==> config.mk <==
export PLATFORM = sky130hd
export DESIGN_NAME = mul_sequencer_flat
export DESIGN_NICKNAME = d
export VERILOG_FILES = /design/src/rtl/mul_pkg.sv /design/src/rtl/mul_sequencer_if.sv /design/src/rtl/mul_iter_datapath.sv /design/src/rtl/mul_sequencer.sv /design/src/flat_wrapper.sv
export SDC_FILE = /design/constraint.sdc
export NUM_CORES = 1
export LEC_CHECK = 0
export CAP_MARGIN = 40
export CORE_MARGIN = 1.5
export CORE_UTILIZATION = 31
export DETAILED_ROUTE_END_ITERATION = 8
export PLACE_DENSITY = 0.57
export SLEW_MARGIN = 30
export SYNTH_ARGS = -nofsm -noshare
export SYNTH_HDL_FRONTEND = slang
export SYNTH_SLANG_ARGS = --single-unit
==> constraint.sdc <==
create_clock -name clock -period 10.95 [get_ports clock]
set_clock_uncertainty 0.2 [all_clocks]
set_input_delay 2.19 -clock clock [delete_from_list [all_inputs] [get_ports clock]]
set_output_delay 2.19 -clock clock [all_outputs]
set_load 0.02 [all_outputs]
==> src/rtl/mul_pkg.sv <==
// rtl/mul_pkg.sv - shared op codes, state encoding and sign-flag helpers for the multiply sequencer
package mul_pkg;

    localparam int XLEN_DEFAULT  = 32;
    localparam int CNT_W_DEFAULT = 6;

    typedef enum logic [1:0] {
        MUL_OP_LO  = 2'b00,
        MUL_OP_HSS = 2'b01,
        MUL_OP_HSU = 2'b10,
        MUL_OP_HUU = 2'b11
    } mul_op_e;

    typedef enum logic [1:0] {
        ST_IDLE = 2'b00,
        ST_RUN  = 2'b01,
        ST_FIX  = 2'b10,
        ST_DONE = 2'b11
    } mul_state_e;

    // rs1 is treated as signed for MULH and MULHSU
    function automatic logic op_rs1_signed(input mul_op_e op);
        return (op == MUL_OP_HSS) || (op == MUL_OP_HSU);
    endfunction

    // rs2 is treated as signed only for MULH
    function automatic logic op_rs2_signed(input mul_op_e op);
        return (op == MUL_OP_HSS);
    endfunction

endpackage

==> src/rtl/mul_sequencer_if.sv <==
// rtl/mul_sequencer_if.sv - issue/result bundle between execute stage and multiply sequencer
interface mul_sequencer_if
    import mul_pkg::*;
#(
    parameter int XLEN = XLEN_DEFAULT
);
    logic              start_i;
    mul_op_e           op_i;
    logic [XLEN-1:0]   rs1_i;
    logic [XLEN-1:0]   rs2_i;
    logic              flush_i;
    logic              busy_o;
    logic              stall_o;
    logic              done_o;
    logic [2*XLEN-1:0] product_o;
    logic [XLEN-1:0]   result_o;

    modport master (
        output start_i, op_i, rs1_i, rs2_i, flush_i,
        input  busy_o, stall_o, done_o, product_o, result_o
    );

    modport slave (
        input  start_i, op_i, rs1_i, rs2_i, flush_i,
        output busy_o, stall_o, done_o, product_o, result_o
    );
endinterface

==> src/rtl/mul_iter_datapath.sv <==
// rtl/mul_iter_datapath.sv - operand/accumulator registers, shift-add step and final sign fix
module mul_iter_datapath #(
    parameter int XLEN = 32
) (
    input  logic              clock,
    input  logic              reset,
    input  logic              load_i,
    input  logic              step_i,
    input  logic              fix_i,
    input  logic              neg1_i,
    input  logic              neg2_i,
    input  logic              hi_sel_i,
    input  logic [XLEN-1:0]   rs1_i,
    input  logic [XLEN-1:0]   rs2_i,
    output logic [2*XLEN-1:0] product_o,
    output logic [XLEN-1:0]   result_o
);

    // Multiplicand is kept pre-shifted so each step adds it directly; the
    // multiplier shifts right so bit 0 is always the bit being processed.
    logic [2*XLEN-1:0] mcand_q;
    logic [XLEN-1:0]   mplier_q;
    logic [2*XLEN-1:0] acc_q;
    logic              neg_q;
    logic [2*XLEN-1:0] product_q;
    logic [XLEN-1:0]   result_q;

    logic [XLEN-1:0]   mag1;
    logic [XLEN-1:0]   mag2;
    logic [2*XLEN-1:0] fixed_prod;

    // Magnitudes at load time; the most negative value maps onto itself, which
    // is the correct unsigned magnitude 2^(XLEN-1)
    always_comb begin
        mag1       = neg1_i ? (~rs1_i + 1'b1) : rs1_i;
        mag2       = neg2_i ? (~rs2_i + 1'b1) : rs2_i;
        fixed_prod = neg_q ? (~acc_q + 1'b1) : acc_q;
    end

    // Operand load, one shift-add per step, and product/result capture on fix
    always_ff @(posedge clock or posedge reset) begin
        if (reset) begin
            mcand_q   <= '0;
            mplier_q  <= '0;
            acc_q     <= '0;
            neg_q     <= 1'b0;
            product_q <= '0;
            result_q  <= '0;
        end else begin
            if (load_i) begin
                mcand_q  <= {{XLEN{1'b0}}, mag1};
                mplier_q <= mag2;
                acc_q    <= '0;
                neg_q    <= neg1_i ^ neg2_i;
            end else if (step_i) begin
                if (mplier_q[0]) begin
                    acc_q <= acc_q + mcand_q;
                end
                mcand_q  <= {mcand_q[2*XLEN-2:0], 1'b0};
                mplier_q <= {1'b0, mplier_q[XLEN-1:1]};
            end
            // Result is captured alongside the product so a later flushed op
            // with a different op code cannot disturb the held writeback word
            if (fix_i) begin
                product_q <= fixed_prod;
                result_q  <= hi_sel_i ? fixed_prod[2*XLEN-1:XLEN] : fixed_prod[XLEN-1:0];
            end
        end
    end

    assign product_o = product_q;
    assign result_o  = result_q;

endmodule

==> src/rtl/mul_sequencer.sv <==
// rtl/mul_sequencer.sv - iterative radix-2 RV32M multiply controller with pipeline stall
module mul_sequencer
    import mul_pkg::*;
#(
    parameter int XLEN  = XLEN_DEFAULT,
    parameter int CNT_W = CNT_W_DEFAULT
) (
    input logic           clock,
    input logic           reset,
    mul_sequencer_if.slave bus
);

    mul_state_e       state_q, state_d;
    logic [CNT_W-1:0] cnt_q, cnt_d;
    mul_op_e          op_q;

    logic accept;
    logic last_iter;
    logic load, step, fix;
    logic neg1, neg2;

    assign accept    = (state_q == ST_IDLE) && bus.start_i && !bus.flush_i;
    assign last_iter = (cnt_q == CNT_W'(XLEN - 1));
    assign neg1      = bus.rs1_i[XLEN-1] && op_rs1_signed(bus.op_i);
    assign neg2      = bus.rs2_i[XLEN-1] && op_rs2_signed(bus.op_i);

    // State register
    always_ff @(posedge clock or posedge reset) begin
        if (reset) begin
            state_q <= ST_IDLE;
        end else begin
            state_q <= state_d;
        end
    end

    // Next-state: flush aborts RUN/FIX but a finished op in DONE still retires
    always_comb begin
        state_d = state_q;
        case (state_q)
            ST_IDLE: if (accept)                 state_d = ST_RUN;
            ST_RUN:  if (bus.flush_i)            state_d = ST_IDLE;
                     else if (last_iter)         state_d = ST_FIX;
            ST_FIX:  if (bus.flush_i)            state_d = ST_IDLE;
                     else                        state_d = ST_DONE;
            ST_DONE:                             state_d = ST_IDLE;
            default:                             state_d = ST_IDLE;
        endcase
    end

    // Outputs and datapath strobes decoded from the current state
    always_comb begin
        load        = accept;
        step        = (state_q == ST_RUN) && !bus.flush_i;
        fix         = (state_q == ST_FIX) && !bus.flush_i;
        bus.busy_o  = (state_q != ST_IDLE);
        bus.done_o  = (state_q == ST_DONE);
        bus.stall_o = accept || (state_q == ST_RUN) || (state_q == ST_FIX);
    end

    // Iteration counter and latched op code
    always_ff @(posedge clock or posedge reset) begin
        if (reset) begin
            cnt_q <= '0;
            op_q  <= MUL_OP_LO;
        end else begin
            cnt_q <= cnt_d;
            if (accept) begin
                op_q <= bus.op_i;
            end
        end
    end

    // Counter restarts on accept and advances once per processed multiplier bit
    always_comb begin
        cnt_d = cnt_q;
        if (accept) begin
            cnt_d = '0;
        end else if (step) begin
            cnt_d = cnt_q + 1'b1;
        end
    end

    mul_iter_datapath #(
        .XLEN(XLEN)
    ) u_datapath (
        .clock     (clock),
        .reset     (reset),
        .load_i    (load),
        .step_i    (step),
        .fix_i     (fix),
        .neg1_i    (neg1),
        .neg2_i    (neg2),
        .hi_sel_i  (op_q != MUL_OP_LO),
        .rs1_i     (bus.rs1_i),
        .rs2_i     (bus.rs2_i),
        .product_o (bus.product_o),
        .result_o  (bus.result_o)
    );

endmodule
==> src/flat_wrapper.sv <==
// flat-port wrapper written by rule: the top's interface ports become plain ports
module mul_sequencer_flat import mul_pkg::*;
#(
    parameter int XLEN  = XLEN_DEFAULT,
    parameter int CNT_W = CNT_W_DEFAULT
)
  (clock, reset, bus_start_i, bus_op_i, bus_rs1_i, bus_rs2_i, bus_flush_i, bus_busy_o, bus_stall_o, bus_done_o, bus_product_o, bus_result_o);
  mul_sequencer_if #(.XLEN(XLEN)) bus_i ();
  input logic clock;
  input logic reset;
  input wire logic [$bits(bus_i.start_i)-1:0] bus_start_i;
  input wire logic [$bits(bus_i.op_i)-1:0] bus_op_i;
  input wire logic [$bits(bus_i.rs1_i)-1:0] bus_rs1_i;
  input wire logic [$bits(bus_i.rs2_i)-1:0] bus_rs2_i;
  input wire logic [$bits(bus_i.flush_i)-1:0] bus_flush_i;
  output wire logic [$bits(bus_i.busy_o)-1:0] bus_busy_o;
  output wire logic [$bits(bus_i.stall_o)-1:0] bus_stall_o;
  output wire logic [$bits(bus_i.done_o)-1:0] bus_done_o;
  output wire logic [$bits(bus_i.product_o)-1:0] bus_product_o;
  output wire logic [$bits(bus_i.result_o)-1:0] bus_result_o;
  assign bus_i.start_i = bus_start_i;
  assign bus_i.op_i = bus_op_i;
  assign bus_i.rs1_i = bus_rs1_i;
  assign bus_i.rs2_i = bus_rs2_i;
  assign bus_i.flush_i = bus_flush_i;
  assign bus_busy_o = bus_i.busy_o;
  assign bus_stall_o = bus_i.stall_o;
  assign bus_done_o = bus_i.done_o;
  assign bus_product_o = bus_i.product_o;
  assign bus_result_o = bus_i.result_o;
  mul_sequencer #(.XLEN(XLEN), .CNT_W(CNT_W)) u_core (.clock(clock), .reset(reset), .bus(bus_i));
endmodule
Word level (Yosys, flattened, before mapping)
Cells that the tools add are included.

Add/sub/neg operators: 5. Equal/unequal tests: 8. Multiplexer cells: 18. Bitwise operators: 4. Reduce and logical (&&, ||, !) cells: 17.

Operator list (number): $mux W64 (6); $mux W32 (5); $add A32 B1 Y32 const B (2); $add A64 B1 Y64 const B (1); $add A64 B64 Y64 (1); $not A32 Y32 (2); $not A64 Y64 (1); $mux W6 (2); $mux W2 (4); $pmux W2 S4 (1); $reduce_bool A2 Y1 (4); $add A6 B1 Y6 const B (1); $eq A2 B2 Y1 const B (3); $eq A6 B5 Y1 const B (1); $logic_and A1 B1 Y1 (6); $eq A2 B1 Y1 const B (2); $reduce_and A2 Y1 (2); $logic_or A1 B1 Y1 (3); $ne A3 B2 Y1 const B (1); $logic_not A2 Y1 (1); $ne A2 B1 Y1 const B (1); $logic_not A1 Y1 (1); $xor A1 B1 Y1 (1).

Bits in registers: 267. Input bits: 70. Output and inout bits: 99. Logic and storage cells: 61.

Logic depth before layout (Yosys ltp)
Gate-level depths: netlist (run 1).

Word-level depth: 5. Mapped depth: 12. Mapped depth without buffers: 12.

By module
From an unflattened synthesis (run 1), not the netlist that was laid out.

Cells, all modules: 1833. Area total of the unflattened synthesis: 16737.3 µm².

Modules (own cells, without submodules): mul_iter_datapath (instances 1, cells each 1778, area an instance 16196.8 µm², seq. area each 6431.2 µm²); mul_sequencer (instances 1, cells each 55, area an instance 540.5 µm², seq. area each 250.2 µm²).

Least setup slack after synthesis (run 1)
Ideal clock, no wire load.

Path type: input port to output port. Start: input bus_flush_i. End: output bus_stall_o. Data arrival time: 3.261 ns. Data required time: 8.560 ns. Path slack: 5.299 ns. Stages on the path: 6. Path buffers: 3. Path through: nor2_1 > nand3b_1 > clkbuf_1 > clkbuf_1 > clkbuf_1 > nand2_1.

Cells in the longest elaborated chain, start to end: 4.

Ends and longest elaborated chain: from (decl) (RTL line flat_wrapper.sv:15) `input wire logic [$bits(bus_i.flush_i)-1:0] bus_flush_i;`; $logic_not A1 Y1 (RTL line mul_sequencer.sv:22) `assign accept = (state_q == ST_IDLE) && bus.start_i && !bus.flush_i;`; $logic_and A1 B1 Y1 (RTL line mul_sequencer.sv:22); $logic_or A1 B1 Y1 (2 in a row) (RTL line mul_sequencer.sv:57) `bus.stall_o = accept || (state_q == ST_RUN) || (state_q == ST_FIX);`; to (decl) (RTL line flat_wrapper.sv:17) `output wire logic [$bits(bus_i.stall_o)-1:0] bus_stall_o;`.

Every way passes these cells.

Final worst setup path (run 1)
Same ends and word-level chain as after synthesis.

==> impl_metrics.py, run 1 <==
metrics = {
    "power": {
        "p_leak_nw": 8.62,
        "vdd_ir_drop_max_mv": 0.132,
        "p_seq_share_pct": 30.5,
        "power_frac_clock_pct": 19.2,
        "power_density_nw_per_um2": 271,
        "p_int_w": 0.00306,
        "p_sw_w": 0.00240,
        "netSwitchingFraction_pct": 44.0,
        "p_comb_share_pct": 50.3,
    },
    "timing": {
        "holdWs_ns": 0.280,
        "clock.fmax_ghz": 0.162,
        "setup_slack_ns": 4.77,
        "rsz0062_at_grt": "false",
        "fin_tns_setup_ns": 0,
        "setup_viol": 0,
        "drv_slew": 0,
        "relSlewSlack_pct": 42.1,
        "fin_crit_ns": 6.18,
        "final-hold-violation-count": 0,
        "timing.final.crit_share_pct": 56.5,
        "tightest_slew_ns": 0.868,
    },
    "placed_design": {
        "place_area_sq_um": 19100,
        "finalWeightedCongestion": 0.894,
        "place_ws_ns": 4.76,
        "dpl.hpwl_mm": 37.0,
        "io_buffers": 168,
    },
    "grt": {
        "grt_max_degree": 147,
        "grt_pass1_vias": 13700,
        "grt_pass1_wl_mm": 77.4,
        "grtUsageTotal_pct": 17.2,
        "grt_overflow": 0,
        "antenna_found_initial": 6,
    },
    "cts": {
        "clockBufferDepth": 3,
        "cts.sinks": 267,
        "path_clk_slew_ns": 0.05,
        "root_buffer": "clkbuf_16",
        "cts_resized": 0,
        "clk_latency_ns": 0.59,
        "hold_buffers": 0,
        "htree_num_levels": 1,
        "cts_tree": "yes",
        "post_cts_buffers": 0,
        "numCtsBuffers": 31,
    },
    "layout": {
        "fin_util_pct": 37.6,
        "final_area_sq_um": 20200,
        "layout.cells.most_common": "nand2_1",
        "drive_gt1_share_pct": 5.03,
        "final_cell_mix": "366 x nand2_1, 266 x dfrtp_1, 202 x o21ai_0",
        "area_delta_synth_final_pct": 20.4,
        "layout.nets": 2226,
    },
    "drt": {
        "ant_nets": 0,
        "post_drt_wl_per_cell_um": 17.4,
        "routed_wl_mm": 48.9,
        "num_vias": 14700,
        "drtPass1Iterations": 5,
        "first_iter_violations": 1084,
        "remaining_drc_errors": 0,
        "viasPerCell": 5.22,
    },
    "critical_path": {
        "worst-setup-path-type": "input pin to output port",
        "critPathTopFamily": "buffers and inverters",
        "cp.buffers_inverters": 2,
        "path_common_cell": "clkdlybuf4s50_1",
        "cp-start-kind": "input pin",
        "worstPathRequired_ns": 8.56,
        "slowest_stage": "clkdlybuf4s50_1",
        "endpoint_kind": "output port",
        "ff2ff_setup_slack_ns": 6.89,
        "r2r_start": "u_core.u_datapath.mcand_q[1]",
        "timing.critical_path.from": "bus_flush_i",
        "crit_chain": "clkdlybuf4s50_1 > nor2_1 > nand3b_1 > nand2_1 > clkdlybuf4s50_1",
        "max_stage_delay_ns": 0.60,
        "critPathMaxFanout": 5,
        "critPathArrivalTime_ns": 3.79,
    },
    "logic_synthesis": {
        "synth_nets": 2124,
        "synthArstFlopShare_pct": 100,
        "netlist_area_sq_um": 16800,
        "syn_inst": 1985,
        "synth_seq_cells": 267,
        "ys.flop_type": "dfrtp_1",
        "synth.avg_cell_area_sq_um": 8.44,
        "ys_types": 74,
        "yosys_warnings": 0,
        "synth_edf_count": 0,
        "ys_seq_area_share_pct": 39.9,
    },
    "floorplan": {
        "die_y_um": 235,
        "pin_count": 169,
        "die_w_um": 235,
        "rows": 85,
        "core_sq_um": 53600,
        "initial_utilization_pct": 31.3,
        "die_area_sq_um": 55400,
    },
    "hold_path": {
        "hold_start": "u_core.u_datapath.product_o[52]",
        "min_path_type": "flip-flop to flip-flop",
    },
    "status": {
        "run_status": "finished, final reports clean",
    },
    "job": {
        "maxCapViolCount": 0,
    },
}
per-layer routing:
metal	GRT usage [%]	vias up	wire [um]
met1	24.8	6895	23600
met2	26.8	401	21400
met5	0	-	29
met4	4.54	4	976
li1	-	7312	-
met3	2.69	58	2930
Yosys cell counts, types with 14 or more instances:
cell type / number / area, sq um
or3_1: 14 / 87.6
nand2_1: 368 / 1380
dfrtp_1: 267 / 6680
o21ai_0: 202 / 1010
nand4_1: 24 / 150
nand3_1: 74 / 370
ha_1: 68 / 851
nor3_1: 16 / 80.1
o21bai_1: 16 / 120
clkbuf_1: 103 / 387
o21ai_1: 17 / 85.1
inv_1: 30 / 113
nor2_1: 117 / 439
a21o_1: 25 / 188
a21oi_1: 144 / 721
or4_1: 18 / 135
o31ai_1: 32 / 240
a31oi_1: 58 / 363
xor2_1: 105 / 920
xnor2_1: 80 / 701
per-stage QoR:
step | total power (W) | cells
after floorplan | 0.00342 | 1985
after global placement | 0.00437 | 2744
after detailed placement | 0.00442 | 2747
after CTS | 0.00550 | 2802
after global routing | 0.00586 | 2806
final | 0.00546 | 2811
sequential cells by signal, summed over array words and instances (netlist names):
name,count
u_core.op_q,2
u_core.state_q,2
u_core.u_datapath.product_o,64
u_core.u_datapath.mplier_q,32
u_core.u_datapath.mcand_q,64
u_core.u_datapath.acc_q,64
u_core.u_datapath.neg_q,1
u_core.cnt_q,6
u_core.u_datapath.result_o,32
cells by family after synthesis:
kind of cell    count (synthesis)  synth area share [%]
simple gates                  702                  19.1
compound gates                594                  21.5
flops                         267                  39.9
xor+xnor                      185                  9.67
buf+inv                       148                  3.37
fa+ha+maj                      69                  5.20
mux                            20                  1.27
worst reg2reg max path: stages (launching register included):
cell,delay (ns)
dfrtp_1,0.49
ha_1,0.36
a211oi_1,0.30
o211ai_1,0.22
a221oi_1,0.57
a21oi_1,0.22
a21oi_1,0.40
o21ai_1,0.24
a21oi_1,0.47
o31ai_1,0.19
xnor2_1,0.14
o21ai_0,0.16
worst paths after layout:
path | end | depth (start not counted)
setup / recovery | bus_stall_o | 5
hold / removal | u_core.u_datapath.product_o[52] | 2
setup reg to reg | u_core.u_datapath.acc_q[57] | 11
hold reg to reg | u_core.u_datapath.product_o[52] | 2
max in group asynchronous | u_core.u_datapath.mplier_q[0] | 3
min in group asynchronous | u_core.u_datapath.product_o[8] | 2
cell type report:
cell class              count  area, sq um
fillers                  5461        33400
multi-input cells        1570         9530
flip-flops and latches    267         6680
repair buffers            187         1920
clock buffers              44          885
well taps                 696          871
clock inverters            11          139
inverters                  30          120
diodes                      6         15.0
power groups by stage:
| stage | Clock [W] | Sequential (W) | Combinational [W] |
|---|---|---|---|
| after global placement | 0 | 0.00167 | 0.00270 |
| after global routing | 0.00113 | 0.00171 | 0.00302 |
| after detailed placement | 0 | 0.00168 | 0.00274 |
| final | 0.00105 | 0.00166 | 0.00274 |
| after CTS | 0.00108 | 0.00166 | 0.00275 |
| after floorplan | 0 | 0.00174 | 0.00168 |
No activity file was read; power rests on OpenSTA's default activity.
==> run 2: changes to the inputs <==
--- a/config.mk
+++ b/config.mk
@@ -9,7 +9,7 @@
 export CORE_MARGIN = 1.5
 export CORE_UTILIZATION = 31
 export DETAILED_ROUTE_END_ITERATION = 8
-export PLACE_DENSITY = 0.57
+export PLACE_DENSITY = 0.58
 export SLEW_MARGIN = 30
 export SYNTH_ARGS = -nofsm -noshare
 export SYNTH_HDL_FRONTEND = slang
==> constraint.sdc (replaced) <==
create_clock -name clock -period 5 [get_ports clock]
set_clock_uncertainty 0.2 [all_clocks]
set_input_delay 1 -clock clock [delete_from_list [all_inputs] [get_ports clock]]
set_output_delay 1 -clock clock [all_outputs]
set_load 0.02 [all_outputs]
==> run 2 against run 1 <==
Register-to-register slack got worse by 5.9 ns. Critical endpoint is now u_core.u_datapath.acc_q[24]. Cell area about the same. Non-clock buffer count increased by 2. Clock-buffer cell count decreased by 4. Die area unchanged. Sequential cell count unchanged. Highest routed layer unchanged. Wire length increased by 1.6%. Combinational power increased by 120%. Hold slack got worse by 0.0036 ns.
==> impl_metrics.py, run 2 (synthesized netlist as in run 1, its figures left out) <==
metrics = {
    "power": {
        "power_density_nw_per_um2": 595,
        "vdd_ir_drop_max_mv": 0.265,
        "p_leak_nw": 8.63,
    },
    "placed_design": {
        "io_buffers": 168,
        "dpl.hpwl_mm": 37.3,
        "place_ws_ns": 0.744,
        "finalWeightedCongestion": 0.925,
    },
    "cts": {
        "post_cts_buffers": 0,
        "root_buffer": "clkbuf_16",
        "clockBufferDepth": 3,
        "cts.sinks": 267,
        "path_clk_slew_ns": 0.06,
        "cts_resized": 0,
        "htree_num_levels": 1,
        "cts_tree": "yes",
        "clk_latency_ns": 0.59,
        "hold_buffers": 0,
        "numCtsBuffers": 31,
    },
    "critical_path": {
        "crit_chain": "ha_1 > fa_1 > a21o_1 > a221o_1 > a31oi_1 > o31ai_1 > a21oi_1 > o21ai_1 > a221oi_1 > o21ai_0 > xnor2_1 > o21ai_0",
        "worst-setup-path-type": "flip-flop to flip-flop",
        "critPathArrivalTime_ns": 4.23,
        "reg2reg_to": "u_core.u_datapath.acc_q[24]",
        "critPathMaxFanout": 4,
        "ff2ff_setup_slack_ns": 1.01,
        "reg2regPathDepth": 12,
        "cp-start-kind": "flip-flop",
        "slowest_stage": "a221oi_1",
        "max_stage_delay_ns": 0.53,
        "endpoint_kind": "flip-flop",
        "r2r_start": "u_core.u_datapath.mcand_q[0]",
        "worstPathRequired_ns": 5.24,
        "path_common_cell": "o21ai_0",
    },
    "timing": {
        "fin_tns_setup_ns": 0,
        "clock.fmax_ghz": 0.250,
        "drv_slew": 0,
        "rsz0062_at_grt": "false",
        "setup_viol": 0,
        "timing.final.crit_share_pct": 79.8,
        "fin_crit_ns": 3.99,
        "setup_slack_ns": 1.01,
        "final-hold-violation-count": 0,
        "relSlewSlack_pct": 42.2,
        "tightest_slew_ns": 0.867,
    },
    "grt": {
        "grtUsageTotal_pct": 17.7,
        "antenna_found_initial": 4,
        "grt_overflow": 0,
        "grt_pass1_wl_mm": 79.6,
        "grt_max_degree": 179,
        "grt_pass1_vias": 14300,
    },
    "floorplan": {
        "die_w_um": 235,
        "pin_count": 169,
        "initial_utilization_pct": 31.3,
        "die_area_sq_um": 55400,
        "core_sq_um": 53600,
        "die_y_um": 235,
        "rows": 85,
    },
    "drt": {
        "first_iter_violations": 1016,
        "viasPerCell": 5.28,
        "routed_wl_mm": 49.7,
        "post_drt_wl_per_cell_um": 17.7,
        "remaining_drc_errors": 0,
        "drtPass1Iterations": 5,
        "num_vias": 14800,
        "ant_nets": 0,
    },
    "layout": {
        "area_delta_synth_final_pct": 20.3,
        "drive_gt1_share_pct": 5.31,
        "layout.nets": 2228,
        "layout.cells.most_common": "nand2_1",
        "final_cell_mix": "366 x nand2_1, 266 x dfrtp_1, 202 x o21ai_0",
    },
    "hold_path": {
        "min_to": "u_core.u_datapath.product_o[50]",
        "hold_start": "u_core.u_datapath.product_o[50]",
        "min_path_type": "flip-flop to flip-flop",
        "hold_depth": 2,
    },
    "status": {
        "run_status": "finished, final reports clean",
    },
    "job": {
        "maxCapViolCount": 0,
    },
}
## run 2: where the power goes
part / internal [W] / switching, W
clock: 0.00138 / 0.000950
combinational: 0.00239 / 0.00358
sequential: 0.00291 / 0.000780
total: 0.00668 / 0.00531
## run 2: how the worst max path moves through the flow
stage | from | endpoint | slack (ns) | depth (start not counted)
4_1_cts | bus_flush_i | bus_stall_o | 1.03 | 5
2_1_floorplan | reset | u_core.cnt_q[0] | 0.27 | 1
6_report | u_core.u_datapath.mcand_q[0] | u_core.u_datapath.acc_q[24] | 1.01 | 12
5_1_grt | u_core.u_datapath.mcand_q[0] | u_core.u_datapath.acc_q[24] | 0.62 | 12
3_5_place_dp | bus_rs1_i[3] | u_core.u_datapath.mcand_q[27] | 0.74 | 11
3_3_place_gp | bus_rs1_i[3] | u_core.u_datapath.mcand_q[27] | 0.78 | 11
## run 2: critical path, delay by kind of cell (launching register included)
family	cells	cell delay [ns]
adders and majority gates	2	0.67
AOI/OAI and AO/OA	9	2.35
DFF	1	0.44
xor gates and xnor gates	1	0.17
## run 2: layout make-up
| class | instances | area, sq um |
|---|---|---|
| Fill cell | 5562 | 33500 |
| Sequential cell | 267 | 6680 |
| Antenna cell | 1 | 2.50 |
| Tap cell | 696 | 871 |
| Clock buffer | 40 | 870 |
| Clock inverter | 14 | 169 |
| Timing Repair Buffer | 189 | 1900 |
| Inverter | 30 | 116 |
| Multi-Input combinational cell | 1570 | 9540 |
## run 2: layer usage
layer,wire length (um),part of all wire [%],track usage [%]
met3,2870,5.8,2.63
met4,959,1.9,4.05
met5,37,0.074,0
met1,23500,47,24.7
met2,22300,45,28.7
## run 2: stage by stage
step	instances	area, sq um	power (W)	utilization (%)	hold WS, ns
after global placement	2751	19100	0.00957	35.6	0.267
after detailed placement	2752	19100	0.00969	35.7	0.272
final	2807	20200	0.0120	37.6	0.276
after CTS	2806	20100	0.0121	37.6	0.286
after global routing	2806	20100	0.0129	37.6	0.314
after floorplan	1985	16800	0.00749	-	0.250
